<file path="src/rtl/instr_fetch_decode_pkg.sv">
// Shared definitions for the Simple Computer fetch/decode stage: opcodes,
// function-unit selects, FSM state encoding and control-word field widths.
package instr_fetch_decode_pkg;

    localparam int OPC_W = 7;
    localparam int REG_W = 3;
    localparam int FS_W  = 4;
    localparam int OFF_W = 6;
    localparam int CNT_W = 4;

    // Register-to-register operations (FS is the low four opcode bits)
    localparam logic [OPC_W-1:0] OP_MOVA = 7'b0000000;
    localparam logic [OPC_W-1:0] OP_INC  = 7'b0000001;
    localparam logic [OPC_W-1:0] OP_ADD  = 7'b0000010;
    localparam logic [OPC_W-1:0] OP_SUB  = 7'b0000101;
    localparam logic [OPC_W-1:0] OP_DEC  = 7'b0000110;
    localparam logic [OPC_W-1:0] OP_AND  = 7'b0001000;
    localparam logic [OPC_W-1:0] OP_OR   = 7'b0001001;
    localparam logic [OPC_W-1:0] OP_XOR  = 7'b0001010;
    localparam logic [OPC_W-1:0] OP_NOT  = 7'b0001011;
    localparam logic [OPC_W-1:0] OP_MOVB = 7'b0001100;
    localparam logic [OPC_W-1:0] OP_SHR  = 7'b0001101;
    localparam logic [OPC_W-1:0] OP_SHL  = 7'b0001110;

    // Memory, immediate and control-flow operations
    localparam logic [OPC_W-1:0] OP_LD   = 7'b0010000;
    localparam logic [OPC_W-1:0] OP_ST   = 7'b0100000;
    localparam logic [OPC_W-1:0] OP_LDI  = 7'b1001100;
    localparam logic [OPC_W-1:0] OP_ADI  = 7'b1000010;
    localparam logic [OPC_W-1:0] OP_BRZ  = 7'b1100000;
    localparam logic [OPC_W-1:0] OP_BRN  = 7'b1100001;
    localparam logic [OPC_W-1:0] OP_JMP  = 7'b1110000;

    localparam logic [FS_W-1:0] FS_ZERO = 4'b0000;
    localparam logic [FS_W-1:0] FS_ADD  = 4'b0010;
    localparam logic [FS_W-1:0] FS_MOVB = 4'b1100;

    typedef enum logic [2:0] {
        S_RESET_HOLD = 3'd0,
        S_FETCH      = 3'd1,
        S_WAIT       = 3'd2,
        S_EXEC       = 3'd3,
        S_HALT       = 3'd4
    } state_t;

    function automatic logic is_reg_op(input logic [OPC_W-1:0] opc);
        case (opc)
            OP_MOVA, OP_INC, OP_ADD, OP_SUB, OP_DEC, OP_AND,
            OP_OR, OP_XOR, OP_NOT, OP_MOVB, OP_SHR, OP_SHL: return 1'b1;
            default:                                         return 1'b0;
        endcase
    endfunction

endpackage

</file>
<file path="src/rtl/instr_fetch_decode_instr_decoder.sv">
// Combinational IR-to-control-word decoder. Strobes come out ungated;
// the fetch FSM qualifies them with the execute state.
module instr_decoder
    import instr_fetch_decode_pkg::*;
#(
    parameter int IW = 16
) (
    input  logic [IW-1:0]    ir,
    output logic [REG_W-1:0] da,
    output logic [REG_W-1:0] aa,
    output logic [REG_W-1:0] ba,
    output logic             mb,
    output logic [FS_W-1:0]  fs,
    output logic             md,
    output logic             rw,
    output logic             mw,
    output logic             pl,
    output logic             jb,
    output logic             bc,
    output logic [IW-1:0]    branch_offset,
    output logic [IW-1:0]    const_out,
    output logic             legal
);

    logic [OPC_W-1:0] opcode;
    logic [OFF_W-1:0] off6;

    assign opcode = ir[IW-1:IW-OPC_W];
    assign da     = ir[8:6];
    assign aa     = ir[5:3];
    assign ba     = ir[2:0];

    // The branch offset borrows the DR and SB fields: {IR[8:6], IR[2:0]}
    assign off6          = {ir[8:6], ir[2:0]};
    assign branch_offset = {{(IW-OFF_W){off6[OFF_W-1]}}, off6};
    assign const_out     = {{(IW-REG_W){1'b0}}, ir[2:0]};

    always_comb begin
        mb    = 1'b0;
        fs    = FS_ZERO;
        md    = 1'b0;
        rw    = 1'b0;
        mw    = 1'b0;
        pl    = 1'b0;
        jb    = 1'b0;
        bc    = 1'b0;
        legal = 1'b1;
        if (is_reg_op(opcode)) begin
            fs = opcode[FS_W-1:0];
            rw = 1'b1;
        end else begin
            case (opcode)
                OP_LD: begin
                    md = 1'b1;
                    rw = 1'b1;
                end
                OP_ST: begin
                    mw = 1'b1;
                end
                OP_LDI: begin
                    mb = 1'b1;
                    fs = FS_MOVB;
                    rw = 1'b1;
                end
                OP_ADI: begin
                    mb = 1'b1;
                    fs = FS_ADD;
                    rw = 1'b1;
                end
                OP_BRZ: begin
                    pl = 1'b1;
                end
                OP_BRN: begin
                    pl = 1'b1;
                    bc = 1'b1;
                end
                OP_JMP: begin
                    pl = 1'b1;
                    jb = 1'b1;
                end
                default: begin
                    // Undecodable opcode runs as a NOP
                    legal = 1'b0;
                end
            endcase
        end
    end

endmodule

</file>
<file path="src/rtl/instr_fetch_decode.sv">
// Instruction fetch and decode for the Simple Computer: fetches at pc,
// holds the word in IR and drives a control word strobed for one EXEC cycle.
module instr_fetch_decode
    import instr_fetch_decode_pkg::*;
#(
    parameter int IW       = 16,
    parameter int MAX_WAIT = 15
) (
    input  logic             clock,
    input  logic             reset,
    input  logic [IW-1:0]    pc,
    output logic             imem_req,
    output logic [IW-1:0]    imem_addr,
    input  logic             imem_valid,
    input  logic [IW-1:0]    imem_data,
    output logic             pc_en,
    output logic [REG_W-1:0] DA,
    output logic [REG_W-1:0] AA,
    output logic [REG_W-1:0] BA,
    output logic             MB,
    output logic [FS_W-1:0]  FS,
    output logic             MD,
    output logic             RW,
    output logic             MW,
    output logic             PL,
    output logic             JB,
    output logic             BC,
    output logic [IW-1:0]    branch_offset,
    output logic [IW-1:0]    const_out,
    output logic             illegal,
    output logic             fault,
    output logic [2:0]       fsm_state
);

    // Handshake: imem_req rises in FETCH and stays high with imem_addr frozen
    // until imem_valid is seen in WAIT; imem_valid anywhere else is ignored.
    state_t           state;
    logic [IW-1:0]    ir;
    logic [IW-1:0]    addr_q;
    logic [CNT_W-1:0] wait_cnt;
    logic             in_exec;
    logic             dec_rw;
    logic             dec_mw;
    logic             dec_pl;
    logic             dec_legal;

    instr_decoder #(.IW(IW)) u_decoder (
        .ir            (ir),
        .da            (DA),
        .aa            (AA),
        .ba            (BA),
        .mb            (MB),
        .fs            (FS),
        .md            (MD),
        .rw            (dec_rw),
        .mw            (dec_mw),
        .pl            (dec_pl),
        .jb            (JB),
        .bc            (BC),
        .branch_offset (branch_offset),
        .const_out     (const_out),
        .legal         (dec_legal)
    );

    always_ff @(posedge clock) begin
        if (reset) begin
            state    <= S_RESET_HOLD;
            ir       <= '0;
            addr_q   <= '0;
            wait_cnt <= '0;
            illegal  <= 1'b0;
            fault    <= 1'b0;
        end else begin
            case (state)
                S_RESET_HOLD: begin
                    state <= S_FETCH;
                end
                S_FETCH: begin
                    addr_q   <= pc;
                    wait_cnt <= '0;
                    state    <= S_WAIT;
                end
                S_WAIT: begin
                    if (imem_valid) begin
                        ir    <= imem_data;
                        state <= S_EXEC;
                    end else begin
                        if (wait_cnt != {CNT_W{1'b1}}) begin
                            wait_cnt <= wait_cnt + 1'b1;
                        end
                        // wait_cnt counts completed WAIT cycles, so this is the last allowed one
                        if (wait_cnt == CNT_W'(MAX_WAIT - 1)) begin
                            fault <= 1'b1;
                            state <= S_HALT;
                        end
                    end
                end
                S_EXEC: begin
                    if (!dec_legal) begin
                        illegal <= 1'b1;
                    end
                    state <= S_FETCH;
                end
                S_HALT: begin
                    state <= S_HALT;
                end
                default: begin
                    state <= S_HALT;
                end
            endcase
        end
    end

    assign in_exec   = (state == S_EXEC);
    assign imem_req  = (state == S_FETCH) || (state == S_WAIT);
    assign imem_addr = (state == S_FETCH) ? pc : addr_q;
    assign pc_en     = in_exec;
    assign RW        = dec_rw & in_exec;
    assign MW        = dec_mw & in_exec;
    assign PL        = dec_pl & in_exec;
    assign fsm_state = state;

endmodule

</file>
<file path="config.mk">
export PLATFORM = sky130hd
export DESIGN_NAME = instr_fetch_decode
export DESIGN_NICKNAME = d
export VERILOG_FILES = /design/src/rtl/instr_fetch_decode_pkg.sv /design/src/rtl/instr_fetch_decode_instr_decoder.sv /design/src/rtl/instr_fetch_decode.sv
export SDC_FILE = /design/constraint.sdc
export NUM_CORES = 1
export LEC_CHECK = 0
export ABC_AREA = 1
export CORE_UTILIZATION = 38
export DETAILED_ROUTE_END_ITERATION = 8
export PLACE_DENSITY = 0.76
export SYNTH_ARGS = -nofsm -noshare
export SYNTH_HDL_FRONTEND = slang
export SYNTH_HIERARCHICAL = 1
export SYNTH_SLANG_ARGS = --single-unit
</file>
<file path="constraint.sdc">
create_clock -name clock -period 1.7 [get_ports clock]
set_clock_uncertainty 0.1 [all_clocks]
set_input_delay 0.425 -clock clock [delete_from_list [all_inputs] [get_ports clock]]
set_output_delay 0.425 -clock clock [all_outputs]
set_load 0.05 [all_outputs]
</file>
**After elaboration in Yosys (flattened, before gate mapping)**

Memory sizes are Yosys's and may differ from the RTL's. A register that Yosys moved wholly into a read port is not among the register bits.
Cells that the tools add are included.

- Flip-flop bits (word level): 41
- ROM bits: 16
- Input bits: 35
- Memories kept: 1

Memories:

| name | depth | width | rd ports | clocked after Yosys merged registers in | write ports | line | RTL |
|---|---|---|---|---|---|---|---|
| (no name shown) | 16 | 1 | 1 | 1 | 0 | instr_fetch_decode_pkg.sv:47 | `case (opc)` |

- Add/subtract/negate cells: 1
- Equality and inequality tests: 15
- Mux-type cells: 28
- Bitwise logic cells: 5
- Reductions and logical operators: 13

Operator list:

| kind | count |
|---|---|
| $eq 7x7->1 const B | 5 |
| $mux 4 | 5 |
| $mux 1 | 17 |
| $mux 16 | 1 |
| $pmux 4 s2 | 2 |
| $pmux 3 s3 | 1 |
| $eq 7x5->1 const B | 1 |
| $eq 7x6->1 const B | 1 |
| $reduce_or 7->1 | 1 |
| $eq 3x2->1 const B | 2 |
| $logic_not 3->1 | 2 |
| $mux 3 | 2 |
| $reduce_and 3->1 | 2 |
| $reduce_or 3->1 | 2 |
| $add 4x1->4 const B | 1 |
| $eq 4x4->1 const B | 1 |
| $ne 2x2->1 const B | 2 |
| $ne 4x4->1 const B | 1 |
| $reduce_and 2->1 | 2 |
| $reduce_or 2->1 | 2 |
| $and 1x1->1 | 3 |
| $eq 3x1->1 const B | 1 |
| $ne 3x3->1 const B | 1 |
| $not 1->1 | 2 |
| other kinds (2) | 2 |

**Depth between registers and ports, before layout**

Gate-level depths: netlist of run 1.

- Depth in word-level cells: 6
- Depth in mapped cells: 11

**By module**

The synthesis of run 1 kept the hierarchy.

Modules (own cells, without submodules):

| module | times used | cells each | area each (um^2) | seq. area each (um^2) |
|---|---|---|---|---|
| instr_fetch_decode | 1 | 266 | 1918.1 | 820.8 |
| instr_decoder | 1 | 99 | 594.3 | 0.0 |

**Least setup slack after synthesis of run 1**

Ideal clock, no wire load.

- Path type: reg2out
- Start: reg ir[9]
- End: out RW
- Arrival time: 2127 ps
- Required time: 1175 ps
- Setup slack: -952 ps
- Cell stages (with the launch flop): 9
- Buffers on the path: 0
- Path through: dfxtp_1 -> inv_1 -> ha_1 -> nand3_1 -> a21oi_2 -> nor2_1 -> nand2_1 -> inv_1 -> nor2_1

- Longest elaborated chain between the ends: 5
- Elaborated cells between the ends (all ways): 7

RTL lines:

| item | line | RTL |
|---|---|---|
| from (decl) | instr_fetch_decode.sv:38 | `logic [IW-1:0] ir;` |
| from (signal assigned) | instr_fetch_decode.sv:85 | `ir <= imem_data;` |
| $eq 7x5->1 / $eq 7x7->1 (equally long branches) | instr_fetch_decode_instr_decoder.sv:52 | `case (opcode)` |
| $reduce_or 3->1 (no line) (*) | n/a |  |
| $mux 1 (*) | instr_fetch_decode_instr_decoder.sv:52 |  |
| $mux 1 (*) | instr_fetch_decode_instr_decoder.sv:48 | `if (is_reg_op(opcode)) begin` |
| via dec_rw | instr_fetch_decode.sv:42 | `logic dec_rw;` |
| $and 1x1->1 (*) | instr_fetch_decode.sv:118 | `assign RW = dec_rw & in_exec;` |
| to (decl) | instr_fetch_decode.sv:23 | `output logic RW,` |

Mark *: on every way through the listed nets, which the timed path passes. The rest lies on a longest branch.

**Worst setup path in the final report of run 1**

- Start: reg ir[10]
- End: out FS[2]

- Longest elaborated chain between the ends: 3
- Elaborated cells between the ends (all ways): 4

RTL lines:

| item | line | RTL |
|---|---|---|
| $eq 7x7->1 | instr_fetch_decode_instr_decoder.sv:52 |  |
| $pmux 4 s2 (*) | instr_fetch_decode_instr_decoder.sv:52 |  |
| $mux 4 (*) | instr_fetch_decode_instr_decoder.sv:48 |  |
| to (decl) | instr_fetch_decode.sv:21 | `output logic [FS_W-1:0] FS,` |

Mark *: on every way between the ends. The rest lies on a longest branch, timed or not.

==> results list, run 1 <==
* Hold Violations, Final: 0
* Initial antenna violation count: 0
- Core footprint: 6350 sq um
* Clock Pin Slew Worst Setup and Hold Paths: 0.08 ns
- Maximum clock path buffer count: 2
* Post-synth cell types: 28
- Detailed placement ended at an HPWL of 5300 um.
- VDD sags by at most 0.885 mV.
- Hold Slack: 0.420 ns
* Required time at the endpoint of the critical path: 1.17 ns
* Worst Setup Slack, final: -0.433 ns
- Overall routed net length: 7920 um
* Outcome: complete, but fails checks
- The final-report max-slew violation count was 0.
* GPL Wtd Cong: 0.853
- Cell seen most often among critical-path stages: sky130_fd_sc_hd__nand2_2
* Power per standard cell area: 1020 nW/um^2
* Shortest period the worst path allows: 2.13 ns
* Startpoint of the lowest-slack hold path: illegal$_SDFFE_PP0P_
* GR Layer Usage met2: 40.2%
- The area growth from synthesis to layout is 104%.
* Nets@finish: 553
* Worst-case register-to-register setup slack: -0.02 ns
* Final setup fails: 30
- CTS buffer count: 5
* Arrival time at the worst endpoint: 1.61 ns
* Count of warnings emitted by yosys: 6
* Latest clock arrival within the worst-skew pair: 0.31 ns
- Measured along the x axis, the die boundary spans 83.3 um.
- The critical path crosses 9 cells after its start point.
- The path class of the tightest hold or removal check is flop to flop.
* Worst path bufs/invs: 2
- Mapped cell area: 2510 sq um
- The path with the worst hold slack has its endpoint at illegal$_SDFFE_PP0P_.
* Design Area, Final: 5130 sq um
- Once detail routing completed, the nets flagged for antenna violations numbered 0.
- Setup repair after global routing could not meet its margin everywhere.
- Number of clock sinks: 41
- Most frequent standard cell in the layout excluding fill and tap cells: sky130_fd_sc_hd__buf_4
- On the critical path the largest part of the delay comes from simple AND/OR/NAND/NOR gates.
- Final period utilization: 125%
- The first global-routing pass estimated 11700 um of wire.
- Global routing usage summed across all routing layers: 20.4%
- Row cnt: 29
- The first routing iteration left 64 violations.
- Walking the worst path, the cells encountered are inv_4, ha_4, nor2_4, nand2_2, nand2_2, nor2_4, nand2_2, nand2_4, buf_12.
- The first TritonRoute pass finished after 4 iterations.
- The number of cells on the worst reg-to-reg path is 9.
- Violated checks: setup timing
- TritonCTS clock tree: built
- The endpoint identified for the worst register-to-register timing path is fsm_state[2]$_SDFFE_PP0P_.
- The setup path with the least slack is of type flop to output pin.
- Vias in the first global route: 2705
* Count of buffers from port buffering: 96
- The number of antenna diodes in the final layout is 0.
- Vias per std cell: 4.68
- The largest individual stage delay along the critical path comes from the cell sky130_fd_sc_hd__dfxtp_4.
- Share of the yosys chip area belonging to registers: 32.7%
- Of all nets on the critical path, the largest fanout is 3.
- The startpoint identified for the worst register-to-register timing path is fsm_state[1]$_SDFFE_PP0P_.
- The floorplan step defined a die boundary enclosing 6940 sq um.
* Fill cell total of the finished layout: 341
- Leakage power: 2.24 nW
- CTS H-tree lvls: 2
* Hold bufs inserted after CTS: 0
- Along the worst hold path, the cell count comes to 2.
* Starting density of the core: 39.6%
* Cell Area, Placed: 4430 sq um
* Fraction of layout instances using a drive strength above 1: 53.2%
* Largest stage delay, worst path: 0.37 ns
* Top library cells by usage in the layout, fill and taps aside: sky130_fd_sc_hd__buf_4, sky130_fd_sc_hd__inv_1, sky130_fd_sc_hd__buf_12
- A synthesized cell averages 6.88 sq um.
- Pin count of the biggest net entering global routing: 24
- The worst setup path is launched from a flop.
- GR met1 Demand/Resource: 21.9%
* Critical Path End Type: output pin
- Detail-routed net length per standard cell: 13.4 um
- CTS placed an instance of sky130_fd_sc_hd__clkbuf_8 at the clock tree root.
- In this run, synthesis produced a sequential element count of 41.
- The global routing stage identified its most utilized layer as met2.
- # Max-Cap Violations: 0
- Detailed routing inserted a total of 2762 vias.
- Fmax achieved: 469 MHz
* Post-route DRC violation count: 0
- The floorplan step set the die height to 83.3 um.
* Number of cells produced by synthesis: 365
* Number of placed I/O pins: 110
- Before CTS, the worst setup slack after placement is -0.129 ns.
- For this run the aggregate overflow at the end of global routing stands at 0.
* Routing usage on met3: 4.08%
[report_power, final]
part	leakage [nW]	internal, mW	switching (mW)	total, mW
sequential	0.340	1.08	0.0917	1.18
clock	0.0447	0.297	0.388	0.685
combinational	1.86	1.48	1.88	3.35
[cell type report]
type	count	area (sq um)	share of cell area, %
Sequential cell	41	843	16.4
Tap cell	77	96.3	1.88
Inverter	77	333	6.48
Clock inverter	3	25.0	0.487
Multi-Input combinational cell	207	1570	30.6
Timing Repair Buffer	180	2190	42.7
Clock buffer	5	68.8	1.34
[per-stage QoR]
stage	util (%)	total power, mW	std cells	TNS, ns
global placement	69.7	3.76	550	-2.30
global route	80.8	5.44	590	-11.07
detailed placement	69.7	3.83	550	-3.61
finish	80.8	5.21	590	-9.04
floorplan	-	2.96	377	-1.23
CTS	76.5	4.90	576	-8.61
[registers in the layout, summed over array words and instances, names as in the netlist]
| register | count |
|---|---|
| addr_q | 16 |
| fault | 1 |
| fsm_state | 3 |
| illegal | 1 |
| ir | 16 |
| wait_cnt | 4 |
[tightest hold or removal path, delay by kind of cell (launching register included)]
kind             cells  cell delay, ns
AND/OR/NAND/NOR      2            0.14
flip-flops           1            0.34
[cells by family after synthesis]
kind of cell | share of synthesized area (%)
AOI/OAI and AO/OA | 15.8
adders and majority gates | 2.99
buffers and inverters | 26.6
DFF | 32.7
other | 0.149
and+or+nand+nor | 21.8
[synthesized netlist by cell type]
cell | number | area [sq um]
sky130_fd_sc_hd__clkbuf_2 | 2 | 10.0
sky130_fd_sc_hd__o21bai_1 | 1 | 7.51
sky130_fd_sc_hd__conb_1 | 1 | 3.75
sky130_fd_sc_hd__a211oi_2 | 9 | 113
sky130_fd_sc_hd__ha_1 | 6 | 75.1
sky130_fd_sc_hd__buf_6 | 3 | 33.8
sky130_fd_sc_hd__or2_1 | 1 | 6.26
sky130_fd_sc_hd__nand3_2 | 3 | 30.0
sky130_fd_sc_hd__nand2_1 | 45 | 169
sky130_fd_sc_hd__inv_2 | 5 | 18.8
sky130_fd_sc_hd__o21ai_0 | 17 | 85.1
sky130_fd_sc_hd__nand3_1 | 13 | 65.1
sky130_fd_sc_hd__nand4_1 | 2 | 12.5
sky130_fd_sc_hd__nand2_2 | 4 | 25.0
sky130_fd_sc_hd__a21oi_2 | 1 | 8.76
sky130_fd_sc_hd__inv_1 | 71 | 267
sky130_fd_sc_hd__nor2_2 | 1 | 6.26
sky130_fd_sc_hd__a21oi_1 | 22 | 110
sky130_fd_sc_hd__a31oi_1 | 2 | 12.5
sky130_fd_sc_hd__a211oi_1 | 8 | 60.1
sky130_fd_sc_hd__clkinv_2 | 1 | 5.00
sky130_fd_sc_hd__dfxtp_1 | 41 | 821
sky130_fd_sc_hd__buf_2 | 4 | 20.0
sky130_fd_sc_hd__nand3b_1 | 1 | 7.51
sky130_fd_sc_hd__nor2_4 | 1 | 11.3
sky130_fd_sc_hd__buf_4 | 41 | 308
sky130_fd_sc_hd__nor2_1 | 57 | 214
sky130_fd_sc_hd__clkbuf_1 | 2 | 7.51
[routing by layer]
metal / share of wire, % / vias to the layer above
met5: 0 / -
met4: 1.6 / 0
li1: - / 1361
met1: 38 / 1280
met2: 55 / 106
met3: 5.1 / 15
[worst max-delay path by stage]
| stage | to | startpoint | slack (ns) |
|---|---|---|---|
| 6_report | FS[2] | ir[10]$_SDFFE_PP0P_ | -0.43 |
| 5_1_grt | FS[3] | ir[13]$_SDFFE_PP0P_ | -0.51 |
| 4_1_cts | RW | ir[10]$_SDFFE_PP0P_ | -0.42 |
| 3_5_place_dp | ir[12]$_SDFFE_PP0P_ | imem_valid | -0.13 |
| 3_3_place_gp | imem_addr[0] | pc[0] | -0.1 |
| 2_1_floorplan | RW | ir[10]$_SDFFE_PP0P_ | -0.28 |
[repair_timing]
| action | CTS | global route |
|---|---|---|
| endpoints found under the setup margin | 29 | 33 |
| setup buffers | 17 | 17 |
| pin swaps | 7 | 11 |
| gates resized for setup | 58 | 51 |
| gates cloned | 1 | 0 |
No activity file was read; power rests on OpenSTA's default activity.
==> run 2, diff against run 1 <==
Settings changed: SLEW_MARGIN set to 0.
==> results of run 2 <==
Same layout as run 1: the final DEF is identical, and so are final timing and power.
